--- src/rtl/snd_pkg.sv ---
// -----------------------------------------------------------------------------
// snd_pkg
// Shared definitions for the sound arbiter slice:
//   - state_t  : arbiter FSM encoding (IDLE=0, PLAY=1, GAP=2)
//   - snd_id_t : tone select codes driven to the audio generator
//   - CNT_W    : width of the tone/gap duration counter
//   - pick_grant() : fixed-priority selection among pending requests
// -----------------------------------------------------------------------------
package snd_pkg;

    localparam int unsigned CNT_W = 26;

    typedef enum logic [1:0] {
        ST_IDLE = 2'd0,
        ST_PLAY = 2'd1,
        ST_GAP  = 2'd2
    } state_t;

    typedef enum logic [1:0] {
        SND_NONE = 2'd0,
        SND_CNT  = 2'd1,
        SND_GOAL = 2'd2,
        SND_FIN  = 2'd3
    } snd_id_t;

    // Finish outranks goal, goal outranks countdown; NONE when nothing waits.
    function automatic snd_id_t pick_grant(input logic       fin_pend,
                                           input logic [1:0] goal_cnt,
                                           input logic       cnt_pend);
        snd_id_t pick;
        if (fin_pend) begin
            pick = SND_FIN;
        end else if (goal_cnt != 2'd0) begin
            pick = SND_GOAL;
        end else if (cnt_pend) begin
            pick = SND_CNT;
        end else begin
            pick = SND_NONE;
        end
        return pick;
    endfunction

endpackage

--- src/rtl/snd_timer.sv ---
// -----------------------------------------------------------------------------
// snd_timer
// Loadable down-counter that times tones and gaps. A load strobe takes
// priority over counting; once at zero the counter holds there.
// Ports:
//   clk      : clock, rising edge
//   rst      : asynchronous active-low reset (counter -> 0)
//   load     : load strobe
//   load_val : value loaded on load
//   zero     : high while the counter is 0
// -----------------------------------------------------------------------------
module snd_timer
    import snd_pkg::*;
(
    input  logic             clk,
    input  logic             rst,
    input  logic             load,
    input  logic [CNT_W-1:0] load_val,
    output logic             zero
);

    logic [CNT_W-1:0] count_r;

    // Duration counter: load, otherwise count down and stick at zero.
    always_ff @(posedge clk or negedge rst) begin
        if (!rst) begin
            count_r <= {CNT_W{1'b0}};
        end else if (load) begin
            count_r <= load_val;
        end else if (count_r != {CNT_W{1'b0}}) begin
            count_r <= count_r - {{(CNT_W-1){1'b0}}, 1'b1};
        end else begin
            count_r <= count_r;
        end
    end

    assign zero = (count_r == {CNT_W{1'b0}});

endmodule

--- src/rtl/sound_arbiter.sv ---
// -----------------------------------------------------------------------------
// sound_arbiter
// Queues goal / countdown / finish sound requests and plays them one at a
// time, separated by a silent gap. Priority fin > goal > cnt. Goal requests
// are counted up to 3; further goal requests while full are dropped and
// reported on 'drop'. Countdown and finish requests are sticky bits.
//
// Configuration macro: SND_PREEMPT_EN
//   defined   : a finish request during a goal/cnt tone aborts that tone and
//               starts the finish tone on the next edge (aborted tone lost).
//   undefined : a finish request during a tone simply queues.
//
// Parameters: DUR_GOAL, DUR_CNT, DUR_FIN (tone lengths), GAP (silence length),
//             all in clk cycles and >= 1.
// Ports:
//   clk      : clock, rising edge
//   rst      : asynchronous active-low reset
//   req_goal : one-cycle pulse per goal
//   req_cnt  : one-cycle pulse per countdown second
//   req_fin  : one-cycle pulse at game finish
//   mute     : level, gates snd_en only
//   snd_id   : tone select (0 none, 1 cnt, 2 goal, 3 fin), registered
//   snd_en   : tone enable, registered
//   busy     : high whenever the arbiter is not idle, registered
//   drop     : one-cycle pulse when a goal request is discarded, registered
// -----------------------------------------------------------------------------
module sound_arbiter
    import snd_pkg::*;
#(
    parameter logic [25:0] DUR_GOAL = 26'd25_000_000,
    parameter logic [25:0] DUR_CNT  = 26'd10_000_000,
    parameter logic [25:0] DUR_FIN  = 26'd50_000_000,
    parameter logic [25:0] GAP      = 26'd2_000_000
)(
    input  logic       clk,
    input  logic       rst,
    input  logic       req_goal,
    input  logic       req_cnt,
    input  logic       req_fin,
    input  logic       mute,
    output logic [1:0] snd_id,
    output logic       snd_en,
    output logic       busy,
    output logic       drop
);

    // Counter load values are length-1 because the terminal count itself
    // is one of the cycles spent in the state.
    function automatic logic [CNT_W-1:0] dur_m1(input snd_id_t id);
        logic [CNT_W-1:0] val;
        case (id)
            SND_FIN:  val = DUR_FIN  - 26'd1;
            SND_GOAL: val = DUR_GOAL - 26'd1;
            SND_CNT:  val = DUR_CNT  - 26'd1;
            default:  val = {CNT_W{1'b0}};
        endcase
        return val;
    endfunction

    state_t           state_r, state_s;
    snd_id_t          gnt_r, gnt_s;
    snd_id_t          pick_s;
    snd_id_t          grant_s;
    logic             preempt_s;

    logic [1:0]       goal_cnt_r, goal_cnt_s;
    logic             fin_pend_r, fin_pend_s;
    logic             cnt_pend_r, cnt_pend_s;
    logic             drop_s;

    logic             load_s;
    logic [CNT_W-1:0] load_val_s;
    logic             timer_zero_s;

    snd_id_t          snd_id_r;
    logic             snd_en_r;
    logic             busy_r;
    logic             drop_r;

    snd_timer u_timer (
        .clk      (clk),
        .rst      (rst),
        .load     (load_s),
        .load_val (load_val_s),
        .zero     (timer_zero_s)
    );

    // Highest-priority pending request, used at IDLE and at end of GAP.
    always_comb begin
        pick_s = pick_grant(fin_pend_r, goal_cnt_r, cnt_pend_r);
    end

    // FSM next state, grant decision and timer load control.
    always_comb begin
        state_s    = state_r;
        gnt_s      = gnt_r;
        grant_s    = SND_NONE;
        preempt_s  = 1'b0;
        load_s     = 1'b0;
        load_val_s = {CNT_W{1'b0}};
        case (state_r)
            ST_IDLE: begin
                if (pick_s != SND_NONE) begin
                    state_s    = ST_PLAY;
                    gnt_s      = pick_s;
                    grant_s    = pick_s;
                    load_s     = 1'b1;
                    load_val_s = dur_m1(pick_s);
                end else begin
                    state_s = ST_IDLE;
                end
            end
            ST_PLAY: begin
`ifdef SND_PREEMPT_EN
                // The finish pulse itself is granted here; it never enters
                // the pending bit, and the aborted tone is not re-queued.
                if (req_fin && (gnt_r != SND_FIN)) begin
                    state_s    = ST_PLAY;
                    gnt_s      = SND_FIN;
                    preempt_s  = 1'b1;
                    load_s     = 1'b1;
                    load_val_s = dur_m1(SND_FIN);
                end else if (timer_zero_s) begin
                    state_s    = ST_GAP;
                    load_s     = 1'b1;
                    load_val_s = GAP - 26'd1;
                end else begin
                    state_s = ST_PLAY;
                end
`else
                if (timer_zero_s) begin
                    state_s    = ST_GAP;
                    load_s     = 1'b1;
                    load_val_s = GAP - 26'd1;
                end else begin
                    state_s = ST_PLAY;
                end
`endif
            end
            ST_GAP: begin
                if (timer_zero_s) begin
                    if (pick_s != SND_NONE) begin
                        state_s    = ST_PLAY;
                        gnt_s      = pick_s;
                        grant_s    = pick_s;
                        load_s     = 1'b1;
                        load_val_s = dur_m1(pick_s);
                    end else begin
                        state_s = ST_IDLE;
                        gnt_s   = SND_NONE;
                    end
                end else begin
                    state_s = ST_GAP;
                end
            end
            default: begin
                state_s = ST_IDLE;
                gnt_s   = SND_NONE;
            end
        endcase
    end

    // Pending bookkeeping: a grant consumes one request of its class on the
    // same edge that a new pulse of that class may add one back.
    always_comb begin
        goal_cnt_s = goal_cnt_r;
        drop_s     = 1'b0;
        if (req_goal && (grant_s != SND_GOAL)) begin
            if (goal_cnt_r == 2'd3) begin
                drop_s = 1'b1;
            end else begin
                goal_cnt_s = goal_cnt_r + 2'd1;
            end
        end else if (!req_goal && (grant_s == SND_GOAL)) begin
            goal_cnt_s = goal_cnt_r - 2'd1;
        end else begin
            goal_cnt_s = goal_cnt_r;
        end
        fin_pend_s = (fin_pend_r & (grant_s != SND_FIN) & ~preempt_s)
                   | (req_fin & ~preempt_s);
        cnt_pend_s = (cnt_pend_r & (grant_s != SND_CNT)) | req_cnt;
    end

    // State, grant and pending registers.
    always_ff @(posedge clk or negedge rst) begin
        if (!rst) begin
            state_r    <= ST_IDLE;
            gnt_r      <= SND_NONE;
            goal_cnt_r <= 2'd0;
            fin_pend_r <= 1'b0;
            cnt_pend_r <= 1'b0;
        end else begin
            state_r    <= state_s;
            gnt_r      <= gnt_s;
            goal_cnt_r <= goal_cnt_s;
            fin_pend_r <= fin_pend_s;
            cnt_pend_r <= cnt_pend_s;
        end
    end

    // Output registers, derived from the current state so inputs never
    // reach outputs combinationally; mute only gates the enable.
    always_ff @(posedge clk or negedge rst) begin
        if (!rst) begin
            snd_id_r <= SND_NONE;
            snd_en_r <= 1'b0;
            busy_r   <= 1'b0;
            drop_r   <= 1'b0;
        end else begin
            snd_id_r <= (state_r == ST_PLAY) ? gnt_r : SND_NONE;
            snd_en_r <= (state_r == ST_PLAY) & ~mute;
            busy_r   <= (state_r != ST_IDLE);
            drop_r   <= drop_s;
        end
    end

    assign snd_id = snd_id_r;
    assign snd_en = snd_en_r;
    assign busy   = busy_r;
    assign drop   = drop_r;

endmodule

--- config.mk ---
export PLATFORM = sky130hd
export DESIGN_NAME = sound_arbiter
export DESIGN_NICKNAME = d
export VERILOG_FILES = /design/src/rtl/snd_pkg.sv /design/src/rtl/snd_timer.sv /design/src/rtl/sound_arbiter.sv
export SDC_FILE = /design/constraint.sdc
export NUM_CORES = 1
export LEC_CHECK = 0
export BUFFER_PORTS_ARGS = -buffer_cell sky130_fd_sc_hd__buf_2
export CAP_MARGIN = 20
export CORE_ASPECT_RATIO = 2
export CORE_MARGIN = 8
export CORE_UTILIZATION = 64
export DETAILED_ROUTE_END_ITERATION = 7
export PLACE_DENSITY = 0.83
export SYNTH_ARGS = -nofsm -noshare
export SYNTH_HDL_FRONTEND = slang
export SYNTH_SLANG_ARGS = --single-unit
--- constraint.sdc ---
create_clock -name clk -period 3.6 [get_ports clk]
set_input_delay 0.36 -clock clk [delete_from_list [all_inputs] [get_ports clk]]
set_output_delay 0.36 -clock clk [all_outputs]
set_load 0.005 [all_outputs]
==> impl_metrics.ini, run 1 <==
[synth]
netlist_area_mm2 = 0.00219
synthTopCellsByArea = dfrtp_1, xnor2_1, o21ai_0
yosysWarningCount = 0
synth.distinct_cells = 54
postSynthAreaPerCell_um2 = 9.68
synth-edff-count = 0
seq_area_frac_synth = 0.446
synthArstFlopShare = 1.00
synth_area_leader_cell = dfrtp_1
ys_ff_latch = 39
ys.flop_type = dfrtp_1
synth_top_area_share = 0.446
netlist_instances = 226
syn-num-nets = 234

[critical_path]
arrival_ns = 2.94
r2r_end = u_timer.count_r[16]$_DFFE_PN0P_
slowest_stage = o21ai_0
regToRegSetupSlack_ns = 0.88
worst_path_largest_cell_delay_ns = 0.65
endpoint_kind = register
crit_path_frequent_cell = nand3_1
path_cells = nor4_2 -> nand3_1 -> o21ai_0 -> nand3_1 -> o21ai_1
r2r_cells = 5
startpoint_type = register
path_max_fanout = 8
worstSetupPathType = register to register
rr_startpoint = u_timer.count_r[6]$_DFFE_PN0P_
cp.required_ns = 3.81

[cells_and_area]
n_antenna_cell = 0
fillers = 261
syn_to_final_growth_pct = 8.41
multiInputGateArea_mm2 = 0.00116
final_area_mm2 = 0.00237
drive_above_1_share = 0.145
ff_latch_area_um2 = 976
fin_nets = 249
utilization = 0.710

[floorplanning]
core_mm2 = 0.00334
io_pins = 11
die_area_mm2 = 0.00566
floorplan.initialDensity = 0.655
core.rowCount = 30
die_w_um = 57.3
die_height_um = 98.7

[cts]
clkTransAtPathRegs_ns = 0.08
clock_latency_ns = 0.30
post_cts_buffers = 0
cts_root_buffer = clkbuf_8
cts_num_sinks = 39
cts-resized-gates = 0
cts_tree = built
clockBufferDepth = 2
ctsHoldBuffers = 0
cts-htree-levels = 2
numCtsBuffers = 5

[flow_run]
drv_cap = 0

[power_and_ir_drop]
vdd_ir_drop_max_uv = 254
powerDensity_mw_per_mm2 = 318
comb_power_share = 0.019
seqPwrFrac = 0.581
switching_share = 0.215
p_switching_uw = 163
p_leak_uw = 0.000864
clkPwrFrac = 0.400
internal_power_uw = 593

[global_route]
grt.overflow.total = 0
grt.total_usage = 0.207
grt_max_degree = 40
grt_pass1_wl_um = 9100
antenna_found_initial = 0
grt_pass1_vias = 1949

[hold_path]
hold_path.class = input pin to async pin

[timing]
slew_headroom = 0.416
finalSetupViolations = 0
rsz0062_at_grt = false
hold_viol_final = 0
tns_ns = 0
period_needed_ns = 2.72
worstMarginPinSlew_ns = 0.875
fin_crit_sh = 0.756
fmax_mhz = 367
fin_skew_ns = 0.00974
drv_slew = 0

[detailed_routing]
drt_iter0_drc = 48
vias = 1880
totalWireLength_um = 5520
drtAntennaViolNets = 0
dr.pass1.iters = 4
detail_route.vias_per_cell = 6.89
drc = 0
wl_per_cell_um = 20.2

[place]
dp_hpwl_um = 4000
place_area_mm2 = 0.00228
gp_congestion = 0.927
port-buffer-count = 10

[run_status]
status = complete, no violations
## layout by cell type (no fill, tap or decap), types with 3 or more instances in the layout
cell type  Yosys  routed
o21ai_0       16      16
nand2_1       16      16
buf_4          0       5
nor3_1         9       9
nand4_1        4       4
nor2_1        19      19
inv_1          4       4
a21oi_1        4       4
or3_1          3       3
nor3b_1        3       3
buf_2          4      10
xor2_1         7       7
dfrtp_1       39      39
or2_2          4       4
nor4_1         5       5
mux2i_1        3       3
and3_1         5       5
o22ai_1        4       4
xnor2_1       13      13
clkbuf_8       0       6
a31oi_1        6       6
a2bb2oi_1      3       3
nand3_1        8       8
nand2b_1       4       4
## per-stage QoR
step / setup slack, ns / hold slack, ns / total power (µW) / std cells
after floorplan: 1.42 / 0.0644 / 450 / 226
after global placement: 0.980 / 0.511 / 462 / 266
after detailed placement: 0.980 / 0.513 / 462 / 266
after CTS: 0.943 / 0.199 / 755 / 273
after global routing: 0.671 / 0.215 / 773 / 273
final: 0.878 / 0.177 / 755 / 273
## registers in the layout, summed over array words and instances, names as in the netlist
name / count
snd_id: 2
u_timer.count_r: 26
goal_cnt_r: 2
drop: 1
fin_pend_r: 1
state_r: 2
cnt_pend_r: 1
gnt_r: 2
snd_en: 1
busy: 1
## final cells by class
| type | instances | area share |
|---|---|---|
| well taps | 32 | 0.0169 |
| inverters | 5 | 0.00791 |
| clock inverters | 1 | 0.00211 |
| flip-flops and latches | 39 | 0.411 |
| multi-input cells | 175 | 0.490 |
| clock buffers | 6 | 0.0348 |
| repair buffers | 15 | 0.0369 |
## power by group through the flow
| stage | registers [µW] | clock network, µW | logic [µW] |
|---|---|---|---|
| after floorplan | 448 | 0 | 1.50 |
| after global placement | 448 | 0 | 14.2 |
| after detailed placement | 448 | 0 | 14.5 |
| after CTS | 439 | 301 | 14.5 |
| after global routing | 439 | 318 | 16.1 |
| final | 439 | 302 | 14.0 |
## kinds of logic after synthesis
family	count (synthesis)	share of synthesized area
and+or+nand+nor	94	0.244
AOI/OAI and AO/OA	55	0.177
DFF	39	0.446
xor gates and xnor gates	20	0.0800
buffers and inverters	12	0.0229
muxes	4	0.0189
adders and majority gates	2	0.0114
## routing by layer
metal | routed length, µm | global-route usage | up-vias | share of wire
met4 | 207 | 0.126 | 0 | 0.038
met2 | 3070 | 0.385 | 49 | 0.56
met3 | 166 | 0.0352 | 20 | 0.030
met5 | 0 | 0 | - | 0
li1 | - | - | 871 | -
met1 | 2080 | 0.198 | 940 | 0.38
## synthesized netlist by cell type (5+ instances only)
library cell and instances:
dfrtp_1 39, nand3_1 8, and3_1 5, a31oi_1 6
nand2_1 16, xor2_1 7, nor3_1 9, xnor2_1 13
nor2_1 19, o21ai_0 16, nor4_1 5
## worst max-delay path, delay by kind of cell (launching register included)
kind / cells / cell delay (ns)
flops: 1 / 0.42
simple gates: 3 / 1.38
compound gates: 2 / 0.84
## how the worst max path moves through the flow
| stage | start | end | slack [ns] | cells after the start |
|---|---|---|---|---|
| 5_1_grt | u_timer.count_r[0]$_DFFE_PN0P_ | u_timer.count_r[15]$_DFFE_PN0P_ | 0.67 | 7 |
| 3_5_place_dp | u_timer.count_r[6]$_DFFE_PN0P_ | goal_cnt_r[0]$_DFFE_PN0P_ | 0.98 | 5 |
| 3_3_place_gp | u_timer.count_r[6]$_DFFE_PN0P_ | goal_cnt_r[0]$_DFFE_PN0P_ | 0.98 | 5 |
| 4_1_cts | u_timer.count_r[0]$_DFFE_PN0P_ | u_timer.count_r[15]$_DFFE_PN0P_ | 0.94 | 7 |
| 2_1_floorplan | u_timer.count_r[21]$_DFFE_PN0P_ | cnt_pend_r$_DFF_PN0_ | 1.42 | 5 |
| 6_report | u_timer.count_r[6]$_DFFE_PN0P_ | u_timer.count_r[16]$_DFFE_PN0P_ | 0.88 | 5 |
Power figures use the tool's default switching activity.
==> run 2, diff against run 1 <==
--- a/config.mk
+++ b/config.mk
@@ -9,9 +9,9 @@
 export CAP_MARGIN = 20
 export CORE_ASPECT_RATIO = 2
 export CORE_MARGIN = 8
-export CORE_UTILIZATION = 64
+export CORE_UTILIZATION = 60
 export DETAILED_ROUTE_END_ITERATION = 7
-export PLACE_DENSITY = 0.83
+export PLACE_DENSITY = 0.78
 export SYNTH_ARGS = -nofsm -noshare
 export SYNTH_HDL_FRONTEND = slang
 export SYNTH_SLANG_ARGS = --single-unit
==> constraint.sdc (replaced) <==
create_clock -name clk -period 2.71 [get_ports clk]
set_input_delay 0.271 -clock clk [delete_from_list [all_inputs] [get_ports clk]]
set_output_delay 0.271 -clock clk [all_outputs]
set_load 0.005 [all_outputs]
==> run 2 against run 1 <==
Register-to-register slack got worse by 0.53 ns. Critical path type unchanged. Global-route usage decreased by 0.16 points. Count of clock-buffer cells in the layout down 1. Worst hold slack lost 0.095 ns. Design area rose by 4.9%. Critical path depth increased by 3. Final cell count grew 9.9%. Setup slack got worse by 0.53 ns. Maximum frequency is 15% higher. Clock skew is 0.0023 ns lower.
==> impl_metrics.ini, run 2 (same netlist as run 1, synthesis figures left out) <==
[timing]
fin_skew_ns = 0.00745
fmax_mhz = 423
rsz0062_at_grt = false
worstMarginPinSlew_ns = 0.864
fin_ws_ns = 0.344
slew_headroom = 0.424
drv_slew = 0
fin_crit_sh = 0.873
period_needed_ns = 2.37
finalSetupViolations = 0
tns_ns = 0
hold_viol_final = 0

[global_route]
grt_max_degree = 40
grt_pass1_wl_um = 9520
grt.total_usage = 0.205
grt.overflow.total = 0
antenna_found_initial = 0
grt_pass1_vias = 2017

[critical_path]
arrival_ns = 2.54
worstSetupPathType = register to register
startpoint_type = register
r2r_cells = 8
r2r_end = u_timer.count_r[17]$_DFFE_PN0P_
crit_family = simple AND/OR/NAND/NOR gates
slowest_stage = dfrtp_1
endpoint_kind = register
worst_path_largest_cell_delay_ns = 0.39
cp.required_ns = 2.89
rr_startpoint = u_timer.count_r[0]$_DFFE_PN0P_
cp_num_buf_inv = 2
path_cells = inv_1 -> ha_1 -> nor4b_2 -> nor3b_4 -> buf_4 -> and3_2 -> o21ai_0 -> a32o_1
startpoint = u_timer.count_r[0]$_DFFE_PN0P_
path_max_fanout = 7
regToRegSetupSlack_ns = 0.34

[cts]
cts-htree-levels = 2
post_cts_buffers = 0
cts-resized-gates = 0
clkTransAtPathRegs_ns = 0.08
ctsHoldBuffers = 0
clock_latency_ns = 0.29
cts_num_sinks = 39
cts_root_buffer = clkbuf_8
clockBufferDepth = 2
cts_tree = built
numCtsBuffers = 5

[cells_and_area]
largest_register_ff_count = 26
fillers = 285
layout_commonest_cell = dfrtp_1
max_flop_register = u_timer.count_r
final_cell_mix = dfrtp_1, nor2_1, nand2_1, o21ai_0, buf_4
drive_above_1_share = 0.179
n_antenna_cell = 0
final_area_mm2 = 0.00249
fin_nets = 259
syn_to_final_growth_pct = 13.7
utilization = 0.697

[power_and_ir_drop]
switching_share = 0.203
p_switching_uw = 218
clkPwrFrac = 0.440
p_leak_uw = 0.000918
vdd_ir_drop_max_uv = 467
comb_power_share = 0.017
internal_power_uw = 857
seqPwrFrac = 0.543
powerDensity_mw_per_mm2 = 432

[detailed_routing]
drc = 0
totalWireLength_um = 5610
drt_iter0_drc = 88
drtAntennaViolNets = 0
vias = 1891
detail_route.vias_per_cell = 6.30
dr.pass1.iters = 4
wl_per_cell_um = 18.7

[floorplanning]
io_pins = 11
core.rowCount = 31
core_mm2 = 0.00357
floorplan.initialDensity = 0.613
die_area_mm2 = 0.00595
die_height_um = 101
die_w_um = 58.7

[place]
gp_congestion = 0.967
place_ws_ns = 0.327
dp_hpwl_um = 4060
port-buffer-count = 10
place_area_mm2 = 0.00238

[run_status]
status = complete, no violations

[hold_path]
hold_path.class = input pin to async pin

[flow_run]
drv_cap = 0
-- run 2: through the flow --
step	hold WS (ns)	total power, µW	cells
2_1_floorplan	-0.0246	597	226
3_3_place_gp	0.423	614	293
3_5_place_dp	0.423	614	293
4_1_cts	0.112	1080	300
5_1_grt	0.112	1100	300
6_report	0.0824	1070	300
-- run 2: per-layer routing --
layer  track usage  vias up  part of all wire
met5             0        -                 0
met4         0.134        0             0.054
met3        0.0267       21             0.027
met2         0.361       58              0.53
met1         0.219      919              0.39
li1              -      893                 -
-- run 2: layout make-up --
cell class | count | area (µm²) | area share
multi-input combinational | 175 | 1160 | 0.467
sequential | 39 | 976 | 0.392
timing repair buffer | 25 | 163 | 0.0654
clock buffer | 5 | 68.8 | 0.0277
tap | 49 | 61.3 | 0.0246
clock inverter | 2 | 37.5 | 0.0151
inverter | 5 | 18.8 | 0.00755
-- run 2: worst max-delay path by stage --
| stage | endpoint | slack (ns) | cells after the start |
|---|---|---|---|
| CTS | goal_cnt_r[0]$_DFFE_PN0P_ | 0.26 | 7 |
| finish | u_timer.count_r[17]$_DFFE_PN0P_ | 0.34 | 8 |
| detailed placement | goal_cnt_r[0]$_DFFE_PN0P_ | 0.33 | 7 |
| global placement | goal_cnt_r[0]$_DFFE_PN0P_ | 0.37 | 7 |
| floorplan | cnt_pend_r$_DFF_PN0_ | 0.53 | 5 |
| global route | goal_cnt_r[0]$_DFFE_PN0P_ | 0.15 | 7 |
-- run 2: worst register-to-register path: cells and delay by family, from the launching register on --
kind | cells | cell delay (ns)
compound gates | 2 | 0.38
fa+ha+maj | 1 | 0.15
buf+inv | 2 | 0.31
flops | 1 | 0.39
simple gates | 3 | 1.02
-- run 2: power by group through the flow --
stage	combinational [µW]	clock (µW)	sequential [µW]
after CTS	19.6	480	583
after global routing	21.7	499	583
after floorplan	1.99	0	595
final	18.7	473	583
after global placement	19.0	0	595
after detailed placement	19.5	0	595
==> run 3, diff against run 2 <==
--- a/config.mk
+++ b/config.mk
@@ -6,12 +6,14 @@
 export NUM_CORES = 1
 export LEC_CHECK = 0
 export BUFFER_PORTS_ARGS = -buffer_cell sky130_fd_sc_hd__buf_2
-export CAP_MARGIN = 20
+export CAP_MARGIN = 5
+export CELL_PAD_IN_SITES_DETAIL_PLACEMENT = 0
+export CELL_PAD_IN_SITES_GLOBAL_PLACEMENT = 1
 export CORE_ASPECT_RATIO = 2
 export CORE_MARGIN = 8
-export CORE_UTILIZATION = 60
+export CORE_UTILIZATION = 47
 export DETAILED_ROUTE_END_ITERATION = 7
-export PLACE_DENSITY = 0.78
+export PLACE_DENSITY_LB_ADDON = 0.1
 export SYNTH_ARGS = -nofsm -noshare
 export SYNTH_HDL_FRONTEND = slang
 export SYNTH_SLANG_ARGS = --single-unit
==> run 3 against run 2 <==
Via count decreased by 0.69%. Sequential share of layout area up 0.099 points. Global-route usage decreased by 4.1 points. Sequential power hardly changed. Setup slack got worse by 0.029 ns. Clock skew is 0.0021 ns higher. First-iteration DRC count is 16% higher. Routed wire length is 0.29% higher. Critical path depth shrank 1. Final cell count increased by 2.3%. Count of clock-buffer cells in the layout is the same. Critical path type unchanged.
==> impl_metrics.ini, run 3 (same netlist as run 1, synthesis figures left out) <==
[run_status]
status = complete, no violations

[timing]
tns_ns = 0
fin_skew_ns = 0.00955
rsz0062_at_grt = false
fin_ws_ns = 0.314
fmax_mhz = 417
worstMarginPinSlew_ns = 0.886
hold_viol_final = 0
drv_slew = 0
slew_headroom = 0.409
fin_hold_ws_ns = 0.0954
fin_crit_sh = 0.884
finalSetupViolations = 0
period_needed_ns = 2.40

[cells_and_area]
max_flop_register = u_timer.count_r
ff_latch_area_um2 = 976
fin_nets = 259
fillers = 466
largest_register_ff_count = 26
multiInputGateArea_mm2 = 0.00116
syn_to_final_growth_pct = 13.4
fin_cells = 307
n_antenna_cell = 0
layout_commonest_cell = dfrtp_1
final_cell_mix = dfrtp_1, nor2_1, nand2_1, o21ai_0, buf_4
drive_above_1_share = 0.183

[cts]
cts-htree-levels = 2
clkTransAtPathRegs_ns = 0.09
cts_root_buffer = clkbuf_8
clock_latency_ns = 0.30
clockBufferDepth = 2
cts-resized-gates = 0
numCtsBuffers = 5
cts_num_sinks = 39
ctsHoldBuffers = 0
post_cts_buffers = 0
cts_tree = built

[critical_path]
worstSetupPathType = register to register
cp.required_ns = 2.90
path_max_fanout = 9
worst_path_largest_cell_delay_ns = 0.42
path_cells = inv_1 -> ha_1 -> nor4b_2 -> nor3b_4 -> a31oi_4 -> or3_4 -> a21o_1
endpoint_kind = register
startpoint = u_timer.count_r[0]$_DFFE_PN0P_
slowest_stage = nor4b_2
r2r_end = cnt_pend_r$_DFF_PN0_
rr_startpoint = u_timer.count_r[0]$_DFFE_PN0P_
regToRegSetupSlack_ns = 0.31
r2r_cells = 7
arrival_ns = 2.59
startpoint_type = register

[floorplanning]
core.rowCount = 35
io_pins = 11
die_height_um = 113
die_area_mm2 = 0.00723
floorplan.initialDensity = 0.480
die_w_um = 64.3
core_mm2 = 0.00455

[detailed_routing]
drt_iter0_drc = 102
wl_per_cell_um = 18.3
vias = 1878
detail_route.vias_per_cell = 6.12
dr.pass1.iters = 4
drc = 0
totalWireLength_um = 5630
drtAntennaViolNets = 0

[global_route]
grt_pass1_wl_um = 9650
grt.total_usage = 0.165
antenna_found_initial = 0
grt_pass1_vias = 1992
grt.overflow.total = 0
grt_max_degree = 40

[place]
place_ws_ns = 0.341
port-buffer-count = 10
gp_congestion = 0.890
dp_hpwl_um = 4240
dp.cells = 299

[flow_run]
drv_cap = 0

[power_and_ir_drop]
p_leak_uw = 0.000905
powerDensity_mw_per_mm2 = 407
vdd_ir_drop_max_uv = 376

[hold_path]
hold_path.class = input pin to async pin
==> run 3: changes by cell type in the layout (fill, tap and decap cells not counted), sizes merged <==
cell      before  now
bufinv         1    0
clkinvlp       1    2
inv            4    5
==> run 3: layout make-up <==
cell class,instances,share of cell area
multi-input combinational,175,0.468
sequential,39,0.393
timing repair buffer,25,0.0656
clock buffer,5,0.0277
tap,55,0.0277
clock inverter,3,0.00958
inverter,5,0.00756
==> run 3: routing by layer <==
metal | vias up | global-route usage | routed length, µm
li1 | 890 | - | -
met1 | 930 | 0.183 | 2180
met2 | 43 | 0.294 | 3050
met3 | 15 | 0.0269 | 217
met4 | 0 | 0.0704 | 176
met5 | - | 0 | 0
==> run 3: worst max path at each step <==
stage | to | slack (ns) | depth (start not counted)
floorplan | cnt_pend_r$_DFF_PN0_ | 0.53 | 5
global placement | cnt_pend_r$_DFF_PN0_ | 0.40 | 7
detailed placement | cnt_pend_r$_DFF_PN0_ | 0.34 | 7
CTS | cnt_pend_r$_DFF_PN0_ | 0.32 | 7
global route | u_timer.count_r[24]$_DFFE_PN0P_ | 0.15 | 8
finish | cnt_pend_r$_DFF_PN0_ | 0.31 | 7
==> run 3: per-stage QoR <==
step | util | power (µW) | cell area, µm²
after floorplan | - | 597 | 2190
after global placement | 0.524 | 614 | 2390
after detailed placement | 0.524 | 615 | 2390
after CTS | 0.545 | 1020 | 2480
after global routing | 0.545 | 1050 | 2480
final | 0.545 | 1010 | 2480
==> run 3: worst max-delay path: cells and delay by family (launching register included) <==
family                     cells  cell delay, ns
and+or+nand+nor                3            1.25
DFF                            1            0.39
AOI/OAI and AO/OA              2            0.37
adders and majority gates      1            0.16
buffers and inverters          1            0.11
==> run 3: power by group <==
group	switching, µW	internal (µW)	total (µW)
Sequential	0.259	583	583
Combinational	14.1	4.75	18.8
Clock	225	184	409
